$ cat src/rtl/arb_refresh_sdr_16.sv
// Front-end scheduler for the 16-bit SDR SDRAM command FSM.
// Round-robin grant of the FSM request interface across the egress FIFOs.
// Grants move only while the FSM idles. Also schedules periodic auto-refresh
// and counts the refreshes still owed to the device.
module arb_refresh_sdr_16 #(
    parameter int nr_of_ports         = 4,
    parameter int refresh_period      = 390,
    parameter int refresh_pending_max = 7
) (
    input  logic                   sdram_clk,
    input  logic                   sdram_rst,
    input  logic [nr_of_ports-1:0] fifo_empty_i,
    input  logic                   fifo_rd_adr_i,
    input  logic                   fifo_rd_data_i,
    input  logic                   state_idle,
    input  logic                   cmd_aref,
    output logic                   fifo_empty_o,
    output logic [nr_of_ports-1:0] fifo_sel_o,
    output logic [nr_of_ports-1:0] fifo_rd_adr_o,
    output logic [nr_of_ports-1:0] fifo_rd_data_o,
    output logic                   refresh_req
);

    localparam int GNT_W  = (nr_of_ports > 1) ? $clog2(nr_of_ports) : 1;
    localparam int TMR_W  = (refresh_period > 1) ? $clog2(refresh_period) : 1;
    localparam int PEND_W = $clog2(refresh_pending_max + 1);

    logic [GNT_W-1:0]  gnt;
    logic [GNT_W-1:0]  gnt_nxt;
    logic              gnt_vld;
    logic              served;
    logic              found;
    logic              arb_cycle;
    logic              accept;
    logic [TMR_W-1:0]  timer;
    logic              tick;
    logic [PEND_W-1:0] pending;

    // Decode the grant index into the one-hot select and the FSM-facing empty flag.
    always_comb begin
        fifo_sel_o = '0;
        for (int i = 0; i < nr_of_ports; i++) begin
            fifo_sel_o[i] = gnt_vld && (gnt == GNT_W'(i));
        end
        fifo_empty_o = ~gnt_vld | served | fifo_empty_i[gnt];
    end

    // A new grant is searched whenever the idle FSM has nothing valid to take.
    // A pending refresh blocks acceptance so the grant survives the refresh.
    always_comb begin
        arb_cycle = state_idle & fifo_empty_o;
        accept    = state_idle & ~refresh_req & ~fifo_empty_o;
    end

    // Round-robin search starting after the current grant and ending on it.
    always_comb begin
        logic [GNT_W-1:0] cand;
        gnt_nxt = gnt;
        found   = 1'b0;
        cand    = '0;
        for (int k = 1; k <= nr_of_ports; k++) begin
            cand = GNT_W'((int'(gnt) + k) % nr_of_ports);
            if (!found && !fifo_empty_i[cand]) begin
                found   = 1'b1;
                gnt_nxt = cand;
            end
        end
    end

    // Grant register: updated on arb cycles, marked served when the FSM accepts.
    always_ff @(posedge sdram_clk or posedge sdram_rst) begin
        if (sdram_rst) begin
            gnt     <= GNT_W'(nr_of_ports - 1);
            gnt_vld <= 1'b0;
            served  <= 1'b0;
        end else if (arb_cycle) begin
            served <= 1'b0;
            if (found) begin
                gnt     <= gnt_nxt;
                gnt_vld <= 1'b1;
            end else begin
                gnt_vld <= 1'b0;
            end
        end else if (accept) begin
            served <= 1'b1;
        end
    end

    // Read strobes only reach the granted port.
    always_comb begin
        fifo_rd_adr_o  = {nr_of_ports{fifo_rd_adr_i}} & fifo_sel_o;
        fifo_rd_data_o = {nr_of_ports{fifo_rd_data_i}} & fifo_sel_o;
    end

    // Tick on the last count of the free-running refresh interval.
    always_comb begin
        tick        = (timer == TMR_W'(refresh_period - 1));
        refresh_req = (pending != '0);
    end

    // Free-running refresh interval timer.
    always_ff @(posedge sdram_clk or posedge sdram_rst) begin
        if (sdram_rst) begin
            timer <= '0;
        end else if (tick) begin
            timer <= '0;
        end else begin
            timer <= timer + 1'b1;
        end
    end

    // Saturating count of owed refreshes; an ack without a tick also covers init refreshes.
    always_ff @(posedge sdram_clk or posedge sdram_rst) begin
        if (sdram_rst) begin
            pending <= '0;
        end else begin
            case ({tick, cmd_aref})
                2'b10: begin
                    if (pending != PEND_W'(refresh_pending_max)) begin
                        pending <= pending + 1'b1;
                    end
                end
                2'b01: begin
                    if (pending != '0) begin
                        pending <= pending - 1'b1;
                    end
                end
                default: begin
                    pending <= pending;
                end
            endcase
        end
    end

endmodule

$ cat config.mk
export PLATFORM = sky130hd
export DESIGN_NAME = arb_refresh_sdr_16
export DESIGN_NICKNAME = d
export VERILOG_FILES = /design/src/rtl/arb_refresh_sdr_16.sv
export SDC_FILE = /design/constraint.sdc
export NUM_CORES = 1
export LEC_CHECK = 0
export ABC_AREA = 1
export CAP_MARGIN = 20
export CORE_ASPECT_RATIO = 1.75
export CORE_MARGIN = 3
export CORE_UTILIZATION = 30
export CTS_BUF_LIST = sky130_fd_sc_hd__clkbuf_4
export DETAILED_ROUTE_END_ITERATION = 10
export PLACE_DENSITY = 0.57
export SYNTH_ARGS = -nofsm -noshare
export SYNTH_HDL_FRONTEND = slang
export SYNTH_SLANG_ARGS = --single-unit
$ cat constraint.sdc
create_clock -name sdram_clk -period 1.9 [get_ports sdram_clk]
set_input_delay 0.38 -clock sdram_clk [delete_from_list [all_inputs] [get_ports sdram_clk]]
set_output_delay 0.38 -clock sdram_clk [all_outputs]
set_load 0.05 [all_outputs]
# ---- Word level (Yosys, flattened, before mapping)
# Index checks and enable logic that the tools add are counted.
dict set report classes {
  addsub 7
  magnitude_cmp 5
  eq_ne 10
  n_mux 25
  bitwise_logic 10
  reduce_logical 18
}
# operator n
set op_table {}
lappend op_table {{$lt 2x3->1 const B} 5}
lappend op_table {{$mux 1} 12}
lappend op_table {{$bmux 1 s2} 5}
lappend op_table {{$add 9x1->9 const B} 1}
lappend op_table {{$eq 9x9->1 const B} 1}
lappend op_table {{$mux 9} 1}
lappend op_table {{$and 4x4->4} 2}
lappend op_table {{$mux 2} 4}
lappend op_table {{$logic_and 1x1->1} 7}
lappend op_table {{$eq 2x2->1 const B} 3}
lappend op_table {{$mux 3} 2}
lappend op_table {{$pmux 3 s2} 1}
lappend op_table {{$reduce_and 3->1} 2}
lappend op_table {{$logic_not 1->1} 5}
lappend op_table {{$add 2x1->2 const B} 2}
lappend op_table {{$add 2x2->2 const B} 2}
lappend op_table {{$eq 2x1->1 const B} 2}
lappend op_table {{$ne 2x2->1 const B} 2}
lappend op_table {{$ne 4x1->1 const B} 1}
lappend op_table {{$reduce_bool 2->1} 2}
lappend op_table {{$add 3x1->3 const B} 1}
lappend op_table {{$and 1x1->1} 3}
lappend op_table {{$ne 3x3->1 const B} 1}
lappend op_table {{$not 1->1} 3}
lappend op_table {{other kinds (4)} 5}
dict set report word_totals {
  ff_bits 16
  inputBits 10
  output_inout_bits 14
  elab_cells 80
}

# ---- Logic depth before layout (Yosys ltp)
# Gate-level depths: netlist (run 1).
dict set report logic_depth {
  word_depth 13
  depth_mapped 11
  ltp_nobuf 11
}

# ---- Least setup slack after synthesis (run 1)
# No wires, ideal clock.
dict set report synth_path {
  path_kind {register -> output}
  startpoint {register gnt[0]}
  endpoint {output fifo_rd_adr_o[1]}
  arrival_ns 1.450
  required_ns 1.520
  setup_slack_ns 0.070
  stages_incl_launch_ff 4
  path_buffers 0
  path_cell_list {dfstp_2 -> ha_1 -> nand2_1 -> nor2_1}
}
dict set report synth_via {
  elab_chain_len 3
}
# item line
set synth_rtl {}
lappend synth_rtl {{start, declared} 28} ;# logic [GNT_W-1:0] gnt;
lappend synth_rtl {{start signal, assigned} 73} ;# gnt <= GNT_W'(nr_of_ports - 1);
lappend synth_rtl {{start signal, assigned} 79} ;# gnt <= gnt_nxt;
lappend synth_rtl {{$eq 2x1->1} 43} ;# fifo_sel_o[i] = gnt_vld && (gnt == GNT_W'(i));
lappend synth_rtl {{$logic_and 1x1->1} 43}
lappend synth_rtl {{$and 4x4->4} 91} ;# fifo_rd_adr_o = {nr_of_ports{fifo_rd_adr_i}} & fifo_sel_o;
lappend synth_rtl {{end, declared} 19} ;# output logic [nr_of_ports-1:0] fifo_rd_adr_o,
# Every way passes these cells.

# ---- Final worst setup path (run 1)
# Same ends and word-level chain as after synthesis.

==> results of run 1 <==
[how the worst max path moves through the flow]
stage	depth (start not counted)	to	startpoint	slack, ps
finish	5	fifo_rd_adr_o[1]	gnt[0]	-10
global route	5	fifo_rd_adr_o[1]	gnt[0]	-80
CTS	5	fifo_rd_adr_o[2]	gnt[1]	-40
detailed placement	6	pending[2]	cmd_aref	7
global placement	6	pending[2]	cmd_aref	80
floorplan	3	fifo_rd_adr_o[1]	gnt[0]	70
[per-stage QoR]
| stage | TNS [ps] | total power (W) | util [%] |
|---|---|---|---|
| after floorplan | 0 | 0.00135 | - |
| after global placement | 0 | 0.00184 | 44.4 |
| after detailed placement | 0 | 0.00186 | 44.4 |
| after CTS | -159 | 0.00209 | 46.0 |
| after global routing | -581 | 0.00245 | 48.9 |
| final | -37.5 | 0.00227 | 48.9 |
[timing repair]
action                                  CTS  global route
buffers inserted                          0             3
hold endpoints to repair                  0             0
endpoints found under the setup margin    7            17
pin swaps                                 2             5
gates resized for setup                   9            22
[power by group]
part	internal, W	total, W	switching [W]	leakage, nW
sequential	0.000396	0.000444	0.0000473	0.197
combinational	0.000675	0.00164	0.000963	0.650
clock	0.0000765	0.000189	0.000112	0.0154
total	0.00115	0.00227	0.00112	0.863
[metal layers]
metal	vias up	wire (um)	track usage, %
li1	570	-	-
met1	501	1030	12.5
met2	18	1510	24.2
met3	5	73	1.72
met4	0	53	6.74
met5	-	0	0
[cells by family (layout without fill, tap and decap cells)]
| family | Yosys count | count (layout) | share of synthesized area (%) |
|---|---|---|---|
| AO/OA/AOI/OAI | 14 | 14 | 7.68 |
| buffers and inverters | 31 | 65 | 10.3 |
| adder cells (fa/ha/maj) | 7 | 7 | 8.45 |
| AND/OR/NAND/NOR | 92 | 92 | 36.9 |
| XOR/XNOR | 1 | 1 | 0.779 |
| flip-flops | 16 | 16 | 35.8 |
[cell usage after synthesis (2+ instances only)]
cell / count / share of area [%]
inv_1: 28 / 9.3
nand3_1: 16 / 7.1
o21ai_0: 6 / 2.7
ha_1: 6 / 6.7
dfrtp_1: 14 / 31
nand2_2: 7 / 3.9
inv_2: 3 / 1.0
nor2_1: 24 / 8.0
a21oi_1: 4 / 1.8
nand2_1: 38 / 13
nand4_1: 2 / 1.1
dfstp_2: 2 / 4.7
[registers in the layout, summed over array words and instances, names as in the netlist]
name     count
pending      3
gnt_vld      1
served       1
gnt          2
timer        9
[area by class of cell]
class | count | area (um2)
clock buffers | 3 | 22.5
clock inverters | 1 | 3.75
fillers | 327 | 1790
inverters | 31 | 119
multi-input cells | 114 | 698
flip-flops and latches | 16 | 403
well taps | 45 | 56.3
repair buffers | 30 | 409
[worst max-delay path, stage by stage (launching register included)]
cell and delay (ps):
dfstp_2 570, buf_6 130, ha_2 190, nand2_4 80, nor2_4 120, buf_12 140
==> results_tabular.tex, run 1 <==
\begin{tabular}{lr}
\hline
Metric & Value \\
\hline
\multicolumn{2}{l}{\textbf{Clock network}} \\
Level count of the clock H-tree & 1 \\
Largest buffer count on any clock path & 2 \\
Clock latency reported for the late side of the worst-skew pair & 290 ps \\
TritonCTS clock tree & done \\
Hold buffer count at cts & 0 \\
Clock tree sinks & 16 \\
Clock root buffer master & clkbuf\_4 \\
Clock transition at the registers of the reported paths & 100 ps \\
Total clock buffers created by CTS & 3 \\
\multicolumn{2}{l}{\textbf{Timing}} \\
Clock period minus final worst setup slack & 1910 ps \\
Slew at the pin closest to its max-slew limit & 608 ps \\
Fin worst setup slack & -12.3 ps \\
Setup repair after global routing missed its margin & yes \\
Period utilization & 101\% \\
Max-slew violation count & 0 \\
Remaining max-slew budget at the tightest pin & 59.4\% \\
Maximum clock frequency & 0.523 GHz \\
Number of hold-slack violations in the final timing report & 0 \\
Final setup violation count & 7 \\
Final setup skew & 6.43 ps \\
Hold Worst Slack & 446 ps \\
\multicolumn{2}{l}{\textbf{Worst setup path}} \\
R2R setup slack & 140 ps \\
R2R Path End & pending[2] \\
Startpoint of the worst-slack reg-to-reg timing path & timer[1] \\
Maximum net fanout on the critical path & 7 \\
Critical path type & flip-flop to primary output \\
Worst setup EP type & primary output \\
Arrival time of the worst setup path & 1530 ps \\
Reg2Reg Depth & 10 \\
Data required time of the critical path & 1520 ps \\
CP Launch Type & flip-flop \\
\multicolumn{2}{l}{\textbf{Synthesis}} \\
Asr flop ratio synth & 100\% \\
EDFF count, synth & 0 \\
Syn Inst Count & 161 \\
Most used DFF post-synth & dfrtp\_1 \\
Combined area of all synthesized cells & 1120 um2 \\
Register bit total from synthesis & 16 \\
Unique cell type count in the Yosys netlist & 23 \\
Post-synthesis net count & 178 \\
Sequential share of the synthesized area & 35.8\% \\
Yosys warning count & 0 \\
Post-Synthesis Mean Instance Area & 6.99 um2 \\
\multicolumn{2}{l}{\textbf{Placed design}} \\
HPWL after DPL & 2140 um \\
Instance count after placement with tap cells included & 233 \\
Routability-driven placement congestion ratio & 0.781 \\
Worst slack after detailed placement & 6.53 ps \\
Area of placed instances & 1560 um2 \\
Port buffer count & 23 \\
\multicolumn{2}{l}{\textbf{Pwr}} \\
Cell area power density & 1330 nW/um2 \\
Highest ir drop seen on vdd & 0.602 mV \\
Leakage power summed over all cells & 0.863 nW \\
\multicolumn{2}{l}{\textbf{Routing}} \\
Number of nets with antenna violations after detailed routing & 0 \\
Final Routed Wirelength & 2660 um \\
First-pass iteration count of the detailed router & 4 \\
Total DRC errors in the routed layout & 0 \\
Wirelength per Cell & 11.1 um \\
Mean number of vias per cell & 4.56 \\
Total number of vias & 1094 \\
Drt initial violations & 22 \\
\multicolumn{2}{l}{\textbf{Layout}} \\
Finished Layout Cells & 240 \\
Area growth from synthesis to final layout & 52.2\% \\
Fin area & 1710 um2 \\
Most frequent standard cell in the layout excluding fill and tap cells & nand2\_1 \\
Total inserted antenna cells & 0 \\
Most frequent cells in the layout & 34 x nand2\_1, 25 x inv\_1, 17 x nor2\_1, 16 x nand3\_1, 14 x dfrtp\_1 \\
Number of nets in the finished design & 213 \\
Share of post-route cells with drive strength above 1 & 29.2\% \\
\multicolumn{2}{l}{\textbf{Floorplanning}} \\
Io pins & 24 \\
Total core area & 3500 um2 \\
DIE AREA & 4550 um2 \\
Initial core utilization & 32.1\% \\
DIE WIDTH & 52.3 um \\
Number of standard-cell rows in the floorplan & 28 \\
Vertical die dimension & 87 um \\
\multicolumn{2}{l}{\textbf{Global route}} \\
Initial antenna violation count & 0 \\
GR Overflow Total & 0 \\
Vias in the first global route & 1076 \\
Maximum number of pins on one net before global-route repair & 17 \\
Wire length of the first global-routing pass & 4430 um \\
Global router's overall resource usage & 12.7\% \\
\multicolumn{2}{l}{\textbf{Run status}} \\
Result of the run & finished with violations \\
Violated checks & setup timing \\
\multicolumn{2}{l}{\textbf{Flow run}} \\
Max-Cap Viols & 0 \\
\multicolumn{2}{l}{\textbf{Min path}} \\
Hold Path Class & input pin to asynchronous set/reset pin \\
\hline
\end{tabular}
Note: power is estimated with default switching activity, not from simulation.
==> run 2, diff against run 1 <==
- CORE_UTILIZATION: 30 -> 35
- CTS_CLUSTER_DIAMETER: not set -> 200
- PLACE_DENSITY: 0.57 -> 0.64
- clock period: 1.9 -> 2.44 ns (I/O delays scaled with it)
==> results_tabular.tex, run 2 (same netlist as run 1, synthesis figures left out) <==
\begin{tabular}{lr}
\hline
Metric & Value \\
\hline
\multicolumn{2}{l}{\textbf{Run status}} \\
Result of the run & finished clean \\
\multicolumn{2}{l}{\textbf{Timing}} \\
Remaining max-slew budget at the tightest pin & 58.7\% (-0.73 points) \\
Maximum clock frequency & 0.440 GHz \\
Max-slew violation count & 0 (unchanged) \\
Clock period minus final worst setup slack & 2270 ps \\
Setup repair after global routing missed its margin & no \\
Period utilization & 93.1\% \\
Final setup violation count & 0 (-7) \\
Hold Worst Slack & 492 ps (+46.5 ps) \\
Slew at the pin closest to its max-slew limit & 619 ps (+11.0 ps) \\
Post-route setup TNS & 0 ps (+37.5 ps) \\
Number of hold-slack violations in the final timing report & 0 (unchanged) \\
Final setup skew & 1.32 ps (-5.10 ps) \\
\multicolumn{2}{l}{\textbf{Global route}} \\
Initial antenna violation count & 0 (unchanged) \\
Maximum number of pins on one net before global-route repair & 17 (unchanged) \\
Wire length of the first global-routing pass & 4280 um (-3.3\%) \\
Vias in the first global route & 1047 (-2.7\%) \\
GR Overflow Total & 0 (unchanged) \\
Global router's overall resource usage & 13.6\% (+0.86 points) \\
\multicolumn{2}{l}{\textbf{Floorplanning}} \\
DIE WIDTH & 48.9 um (-6.6\%) \\
Total core area & 2990 um2 (-15\%) \\
Initial core utilization & 37.6\% (+5.5 points) \\
Vertical die dimension & 81.0 um (-6.9\%) \\
Number of standard-cell rows in the floorplan & 26 (-7.1\%) \\
Io pins & 24 (unchanged) \\
DIE AREA & 3960 um2 (-13\%) \\
\multicolumn{2}{l}{\textbf{Min path}} \\
Hold Path Class & flip-flop to flip-flop \\
Min-delay src & timer[0] \\
\multicolumn{2}{l}{\textbf{Layout}} \\
Count of fill cells added during filler insertion & 304 (-7.0\%) \\
Area of the multi-input gates & 606 um2 (-13\%) \\
Total inserted antenna cells & 0 (unchanged) \\
Final Core Density & 50.7\% (+1.8 points) \\
Number of flip-flops in the largest register & 9 (unchanged) \\
Share of post-route cells with drive strength above 1 & 15.4\% (-14 points) \\
Storage element area & 403 um2 (unchanged) \\
Most frequent standard cell in the layout excluding fill and tap cells & nand2\_1 \\
Finished Layout Cells & 230 (-4.2\%) \\
Number of nets in the finished design & 206 (-3.3\%) \\
Regs by FF count & timer (9), pending (3), gnt (2) \\
Most frequent cells in the layout & 38 x nand2\_1, 28 x inv\_1, 24 x nor2\_1, 16 x nand3\_1, 14 x dfrtp\_1 \\
Area growth from synthesis to final layout & 34.8\% \\
Reg with most FFs & timer \\
\multicolumn{2}{l}{\textbf{Worst setup path}} \\
Worst setup EP type & primary output \\
Arrival time of the worst setup path & 1780 ps (+250 ps) \\
Critical path type & flip-flop to primary output \\
Worst setup path startpoint & gnt[0] \\
CP Launch Type & flip-flop \\
Startpoint of the worst-slack reg-to-reg timing path & gnt[0] \\
R2R setup slack & 560 ps (+420 ps) \\
Maximum net fanout on the critical path & 8 (+1) \\
Data required time of the critical path & 1950 ps (+430 ps) \\
\multicolumn{2}{l}{\textbf{Pwr}} \\
Logic pwr share & 66.6\% (-5.6 points) \\
Leakage power summed over all cells & 0.811 nW (-6.1\%) \\
Clock share of power & 9.9\% (+1.6 points) \\
Switching pwr & 0.000781 W (-30\%) \\
Switching share of power & 51.7\% (+2.2 points) \\
Highest ir drop seen on vdd & 0.472 mV (-22\%) \\
Relative contribution of sequential cells to total power & 23.5\% (+4.0 points) \\
Cell area power density & 997 nW/um2 (-25\%) \\
Internal power summed over all cells & 0.000730 W (-36\%) \\
\multicolumn{2}{l}{\textbf{Clock network}} \\
Post-CTS Setup Repair Bufs & 0 (unchanged) \\
Clock tree sinks & 16 (unchanged) \\
Total clock buffers created by CTS & 3 (unchanged) \\
Clock root buffer master & clkbuf\_4 \\
Level count of the clock H-tree & 1 (unchanged) \\
Largest buffer count on any clock path & 2 (unchanged) \\
Clock transition at the registers of the reported paths & 100 ps (about the same) \\
TritonCTS clock tree & done \\
Clock latency reported for the late side of the worst-skew pair & 290 ps (about the same) \\
\multicolumn{2}{l}{\textbf{Routing}} \\
Number of nets with antenna violations after detailed routing & 0 (unchanged) \\
Detailed-routing wirelength on met1 & 928 um (-9.9\%) \\
Mean number of vias per cell & 4.74 (+4.0\%) \\
First-pass iteration count of the detailed router & 4 (unchanged) \\
Total DRC errors in the routed layout & 0 (unchanged) \\
Final Routed Wirelength & 2440 um (-8.4\%) \\
Met2 routed WL & 1360 um (-9.8\%) \\
Wirelength per Cell & 10.6 um (-4.4\%) \\
Drt initial violations & 16 (-27\%) \\
Metal3 WL & 112 um (+53\%) \\
Total number of vias & 1090 (-0.37\%) \\
Top layer used by detailed routing & met4 \\
\multicolumn{2}{l}{\textbf{Placed design}} \\
Instance count after placement with tap cells included & 226 (-3.0\%) \\
HPWL after DPL & 2070 um (-3.1\%) \\
Port buffer count & 23 (unchanged) \\
Routability-driven placement congestion ratio & 0.842 (+7.7\%) \\
\multicolumn{2}{l}{\textbf{Flow run}} \\
Max-Cap Viols & 0 (unchanged) \\
\hline
\end{tabular}
## run 2: changes by cell type in the layout (fill, tap and decap cells not counted), sizes merged
cell and change:
buf -10, clkdlybuf4s50 +1, dlygate4sd2 +2
## run 2: power by group through the flow
stage	Sequential [W]	Clock, W	Combinational (W)
3_3_place_gp	0.000355	0	0.00101
6_report	0.000355	0.000150	0.00101
5_1_grt	0.000363	0.000168	0.00109
2_1_floorplan	0.000348	0	0.000701
3_5_place_dp	0.000361	0	0.00102
4_1_cts	0.000356	0.000153	0.00102
## run 2: layer usage
metal  global-route usage (%)  vias to the layer above
met5                        0                        -
met4                     7.12                        0
met3                     2.02                        5
met2                     26.8                       31
met1                     13.3                      504
li1                         -                      550
## run 2: per-stage QoR
| step | total power, W | area (um2) | setup slack [ps] |
|---|---|---|---|
| final | 0.00151 | 1520 | 168 |
| after global routing | 0.00162 | 1520 | 63.4 |
| after CTS | 0.00152 | 1520 | 163 |
| after detailed placement | 0.00139 | 1490 | 218 |
| after global placement | 0.00137 | 1490 | 244 |
| after floorplan | 0.00105 | 1120 | 502 |
## run 2: area by class of cell
| class | instances | share of cell area, % |
|---|---|---|
| clock buffer | 3 | 1.49 |
| inverter | 31 | 7.67 |
| tap | 42 | 3.47 |
| multi-input combinational | 114 | 39.9 |
| clock inverter | 1 | 0.248 |
| timing repair buffer | 23 | 20.6 |
| sequential | 16 | 26.6 |
## run 2: final timing paths
| check | endpoint | cells past startpoint |
|---|---|---|
| setup / recovery | fifo_sel_o[0] | 5 |
| hold / removal | timer[0] | 1 |
| setup reg to reg | gnt_vld | 8 |
| hold reg to reg | timer[0] | 1 |
| max in group asynchronous | timer[3] | 2 |
| min in group asynchronous | timer[0] | 2 |
## run 2: worst max-delay path, stage by stage, from the launching register on
cell,delay [ps]
dfstp_2,620
inv_2,100
ha_1,210
nand2_1,100
inv_1,40
dlygate4sd2_1,410
## run 2: timing repair
action                     in CTS  in global routing
resized for setup               2                  0
hold buffers                    0                  0
setup endpoints to repair       2                  0
==> run 3, diff against run 2 <==
- CORE_ASPECT_RATIO: 1.75 -> not set
==> results_tabular.tex, run 3 (same netlist as run 1, synthesis figures left out) <==
\begin{tabular}{lr}
\hline
Metric & Value \\
\hline
\multicolumn{2}{l}{\textbf{Layout}} \\
Area of the multi-input gates & 606 um2 (unchanged) \\
Reg with most FFs & timer \\
Final Core Density & 52.3\% (+1.6 points) \\
Storage element area & 403 um2 (unchanged) \\
Most frequent standard cell in the layout excluding fill and tap cells & nand2\_1 \\
Total inserted antenna cells & 0 (unchanged) \\
Most frequent cells in the layout & 38 x nand2\_1, 28 x inv\_1, 24 x nor2\_1, 16 x nand3\_1, 14 x dfrtp\_1 \\
Regs by FF count & timer (9), pending (3), gnt (2) \\
Area growth from synthesis to final layout & 34.8\% (unchanged) \\
Count of fill cells added during filler insertion & 283 (-6.9\%) \\
Number of flip-flops in the largest register & 9 (unchanged) \\
Number of nets in the finished design & 206 (unchanged) \\
Share of post-route cells with drive strength above 1 & 15.4\% (unchanged) \\
\multicolumn{2}{l}{\textbf{Min path}} \\
Hold Path Class & flip-flop to flip-flop \\
Hold-critical path depth & 1 (unchanged) \\
\multicolumn{2}{l}{\textbf{Global route}} \\
Vias in the first global route & 1016 (-3.0\%) \\
Global router's overall resource usage & 12.3\% (-1.3 points) \\
Initial antenna violation count & 0 (unchanged) \\
Maximum number of pins on one net before global-route repair & 17 (unchanged) \\
GR Overflow Total & 0 (unchanged) \\
Wire length of the first global-routing pass & 4040 um (-5.6\%) \\
\multicolumn{2}{l}{\textbf{Clock network}} \\
TritonCTS clock tree & done \\
Clock transition at the registers of the reported paths & 90 ps (about the same) \\
Clock latency reported for the late side of the worst-skew pair & 280 ps (about the same) \\
Largest buffer count on any clock path & 2 (unchanged) \\
Clock tree sinks & 16 (unchanged) \\
Level count of the clock H-tree & 1 (unchanged) \\
Post-CTS Setup Repair Bufs & 0 (unchanged) \\
Clock root buffer master & clkbuf\_4 \\
Total clock buffers created by CTS & 3 (unchanged) \\
\multicolumn{2}{l}{\textbf{Floorplanning}} \\
Total core area & 2900 um2 (-3.1\%) \\
Number of standard-cell rows in the floorplan & 19 (-27\%) \\
DIE AREA & 3930 um2 (-0.68\%) \\
DIE WIDTH & 62.7 um (+28\%) \\
Initial core utilization & 38.8\% (+1.2 points) \\
Io pins & 24 (unchanged) \\
Vertical die dimension & 62.7 um (-23\%) \\
\multicolumn{2}{l}{\textbf{Timing}} \\
Maximum clock frequency & 0.443 GHz (+0.71\%) \\
Setup repair after global routing missed its margin & no \\
Max-slew violation count & 0 (unchanged) \\
Number of hold-slack violations in the final timing report & 0 (unchanged) \\
Clock period minus final worst setup slack & 2260 ps (-16.0 ps) \\
Remaining max-slew budget at the tightest pin & 61.2\% (+2.5 points) \\
Post-route setup TNS & 0 ps (unchanged) \\
Hold Worst Slack & 496 ps (+3.47 ps) \\
Final setup violation count & 0 (unchanged) \\
Period utilization & 92.5\% (-0.66 points) \\
Final setup skew & 2.56 ps (+1.23 ps) \\
Slew at the pin closest to its max-slew limit & 582 ps (-36.8 ps) \\
\multicolumn{2}{l}{\textbf{Routing}} \\
Final Routed Wirelength & 2320 um (-4.8\%) \\
Total DRC errors in the routed layout & 0 (unchanged) \\
Total number of vias & 1080 (-0.92\%) \\
Number of nets with antenna violations after detailed routing & 0 (unchanged) \\
Drt initial violations & 68 (+52) \\
First-pass iteration count of the detailed router & 4 (unchanged) \\
Wirelength per Cell & 10.1 um (-4.8\%) \\
Mean number of vias per cell & 4.70 (-0.92\%) \\
\multicolumn{2}{l}{\textbf{Flow run}} \\
Max-Cap Viols & 0 (unchanged) \\
\multicolumn{2}{l}{\textbf{Pwr}} \\
Highest ir drop seen on vdd & 0.375 mV (-21\%) \\
Internal power summed over all cells & 0.000729 W (-0.18\%) \\
Switching pwr & 0.000778 W (-0.41\%) \\
Logic pwr share & 67.1\% (+0.5 points) \\
Switching share of power & 51.6\% (-0.057 points) \\
Leakage power summed over all cells & 0.811 nW (unchanged) \\
Clock share of power & 9.4\% (-0.5 points) \\
Cell area power density & 994 nW/um2 (-0.30\%) \\
Relative contribution of sequential cells to total power & 23.5\% (about the same) \\
\multicolumn{2}{l}{\textbf{Worst setup path}} \\
CP cell instances & inv\_2 > ha\_1 > nand2\_1 > inv\_1 > dlygate4sd2\_1 \\
Worst setup EP type & primary output \\
CP Launch Type & flip-flop \\
Data required time of the critical path & 1950 ps (about the same) \\
Crit-path slowest cell & dfstp\_2 \\
Arrival time of the worst setup path & 1770 ps (about the same) \\
Critical path type & flip-flop to primary output \\
Reg2Reg Depth & 10 (+2) \\
Maximum net fanout on the critical path & 8 (unchanged) \\
Slowest Stage Delay on Critical Path & 620 ps (about the same) \\
\multicolumn{2}{l}{\textbf{Run status}} \\
Result of the run & finished clean \\
\multicolumn{2}{l}{\textbf{Placed design}} \\
Port buffer count & 23 (unchanged) \\
HPWL after DPL & 1950 um (-6.1\%) \\
Routability-driven placement congestion ratio & 0.809 (-3.8\%) \\
\hline
\end{tabular}
-- run 3: cell counts in the layout (fill, tap and decap cells not counted) --
No cell type changed its count.
-- run 3: timing repair --
| action | 4_1_cts | 5_1_grt |
|---|---|---|
| endpoints found under the setup margin | 2 | 0 |
| endpoints found under the hold margin | 0 | 0 |
| resized for setup | 2 | 0 |
| hold buffers | 0 | 0 |
-- run 3: final timing paths --
kind	start	endpoint	slack, ps
max in group asynchronous	sdram_rst	gnt[0]	1510
worst max-delay path	gnt[0]	fifo_sel_o[2]	180
min in group asynchronous	sdram_rst	timer[3]	550
worst min register to register	timer[0]	timer[0]	500
worst min-delay path	timer[0]	timer[0]	500
worst max register to register	gnt[0]	gnt[1]	520
-- run 3: area by class of cell --
| class | count | area share, % |
|---|---|---|
| sequential | 16 | 26.6 |
| tap | 42 | 3.47 |
| multi-input combinational | 114 | 39.9 |
| timing repair buffer | 23 | 20.6 |
| clock buffer | 3 | 1.49 |
| inverter | 31 | 7.67 |
| clock inverter | 1 | 0.248 |
-- run 3: power groups by stage --
| stage | Sequential, W | Clock (W) | Combinational, W |
|---|---|---|---|
| after global routing | 0.000362 | 0.000161 | 0.00109 |
| final | 0.000355 | 0.000141 | 0.00101 |
| after detailed placement | 0.000360 | 0 | 0.00102 |
| after CTS | 0.000355 | 0.000149 | 0.00101 |
| after floorplan | 0.000348 | 0 | 0.000701 |
| after global placement | 0.000355 | 0 | 0.00101 |
-- run 3: metrics by stage --
step                power [W]  area (um2)  worst slack, ps  cells
finish                0.00151        1520              184    230
global route          0.00161        1520             78.8    230
CTS                   0.00151        1520              169    230
detailed placement    0.00138        1490              213    226
global placement      0.00136        1490              244    226
floorplan             0.00105        1120              502    161
-- run 3: worst max-delay path: cells and delay by family, from the launching register on --
family / cells / cell delay, ps
flops: 1 / 620
buf+inv: 3 / 560
fa+ha+maj: 1 / 210
simple gates: 1 / 110
-- run 3: layer usage --
layer | global-route usage, % | share of wire [%]
met1 | 14.3 | 45
met2 | 22.2 | 49
met3 | 1.80 | 4.3
met4 | 4.96 | 1.3
met5 | 0 | 0
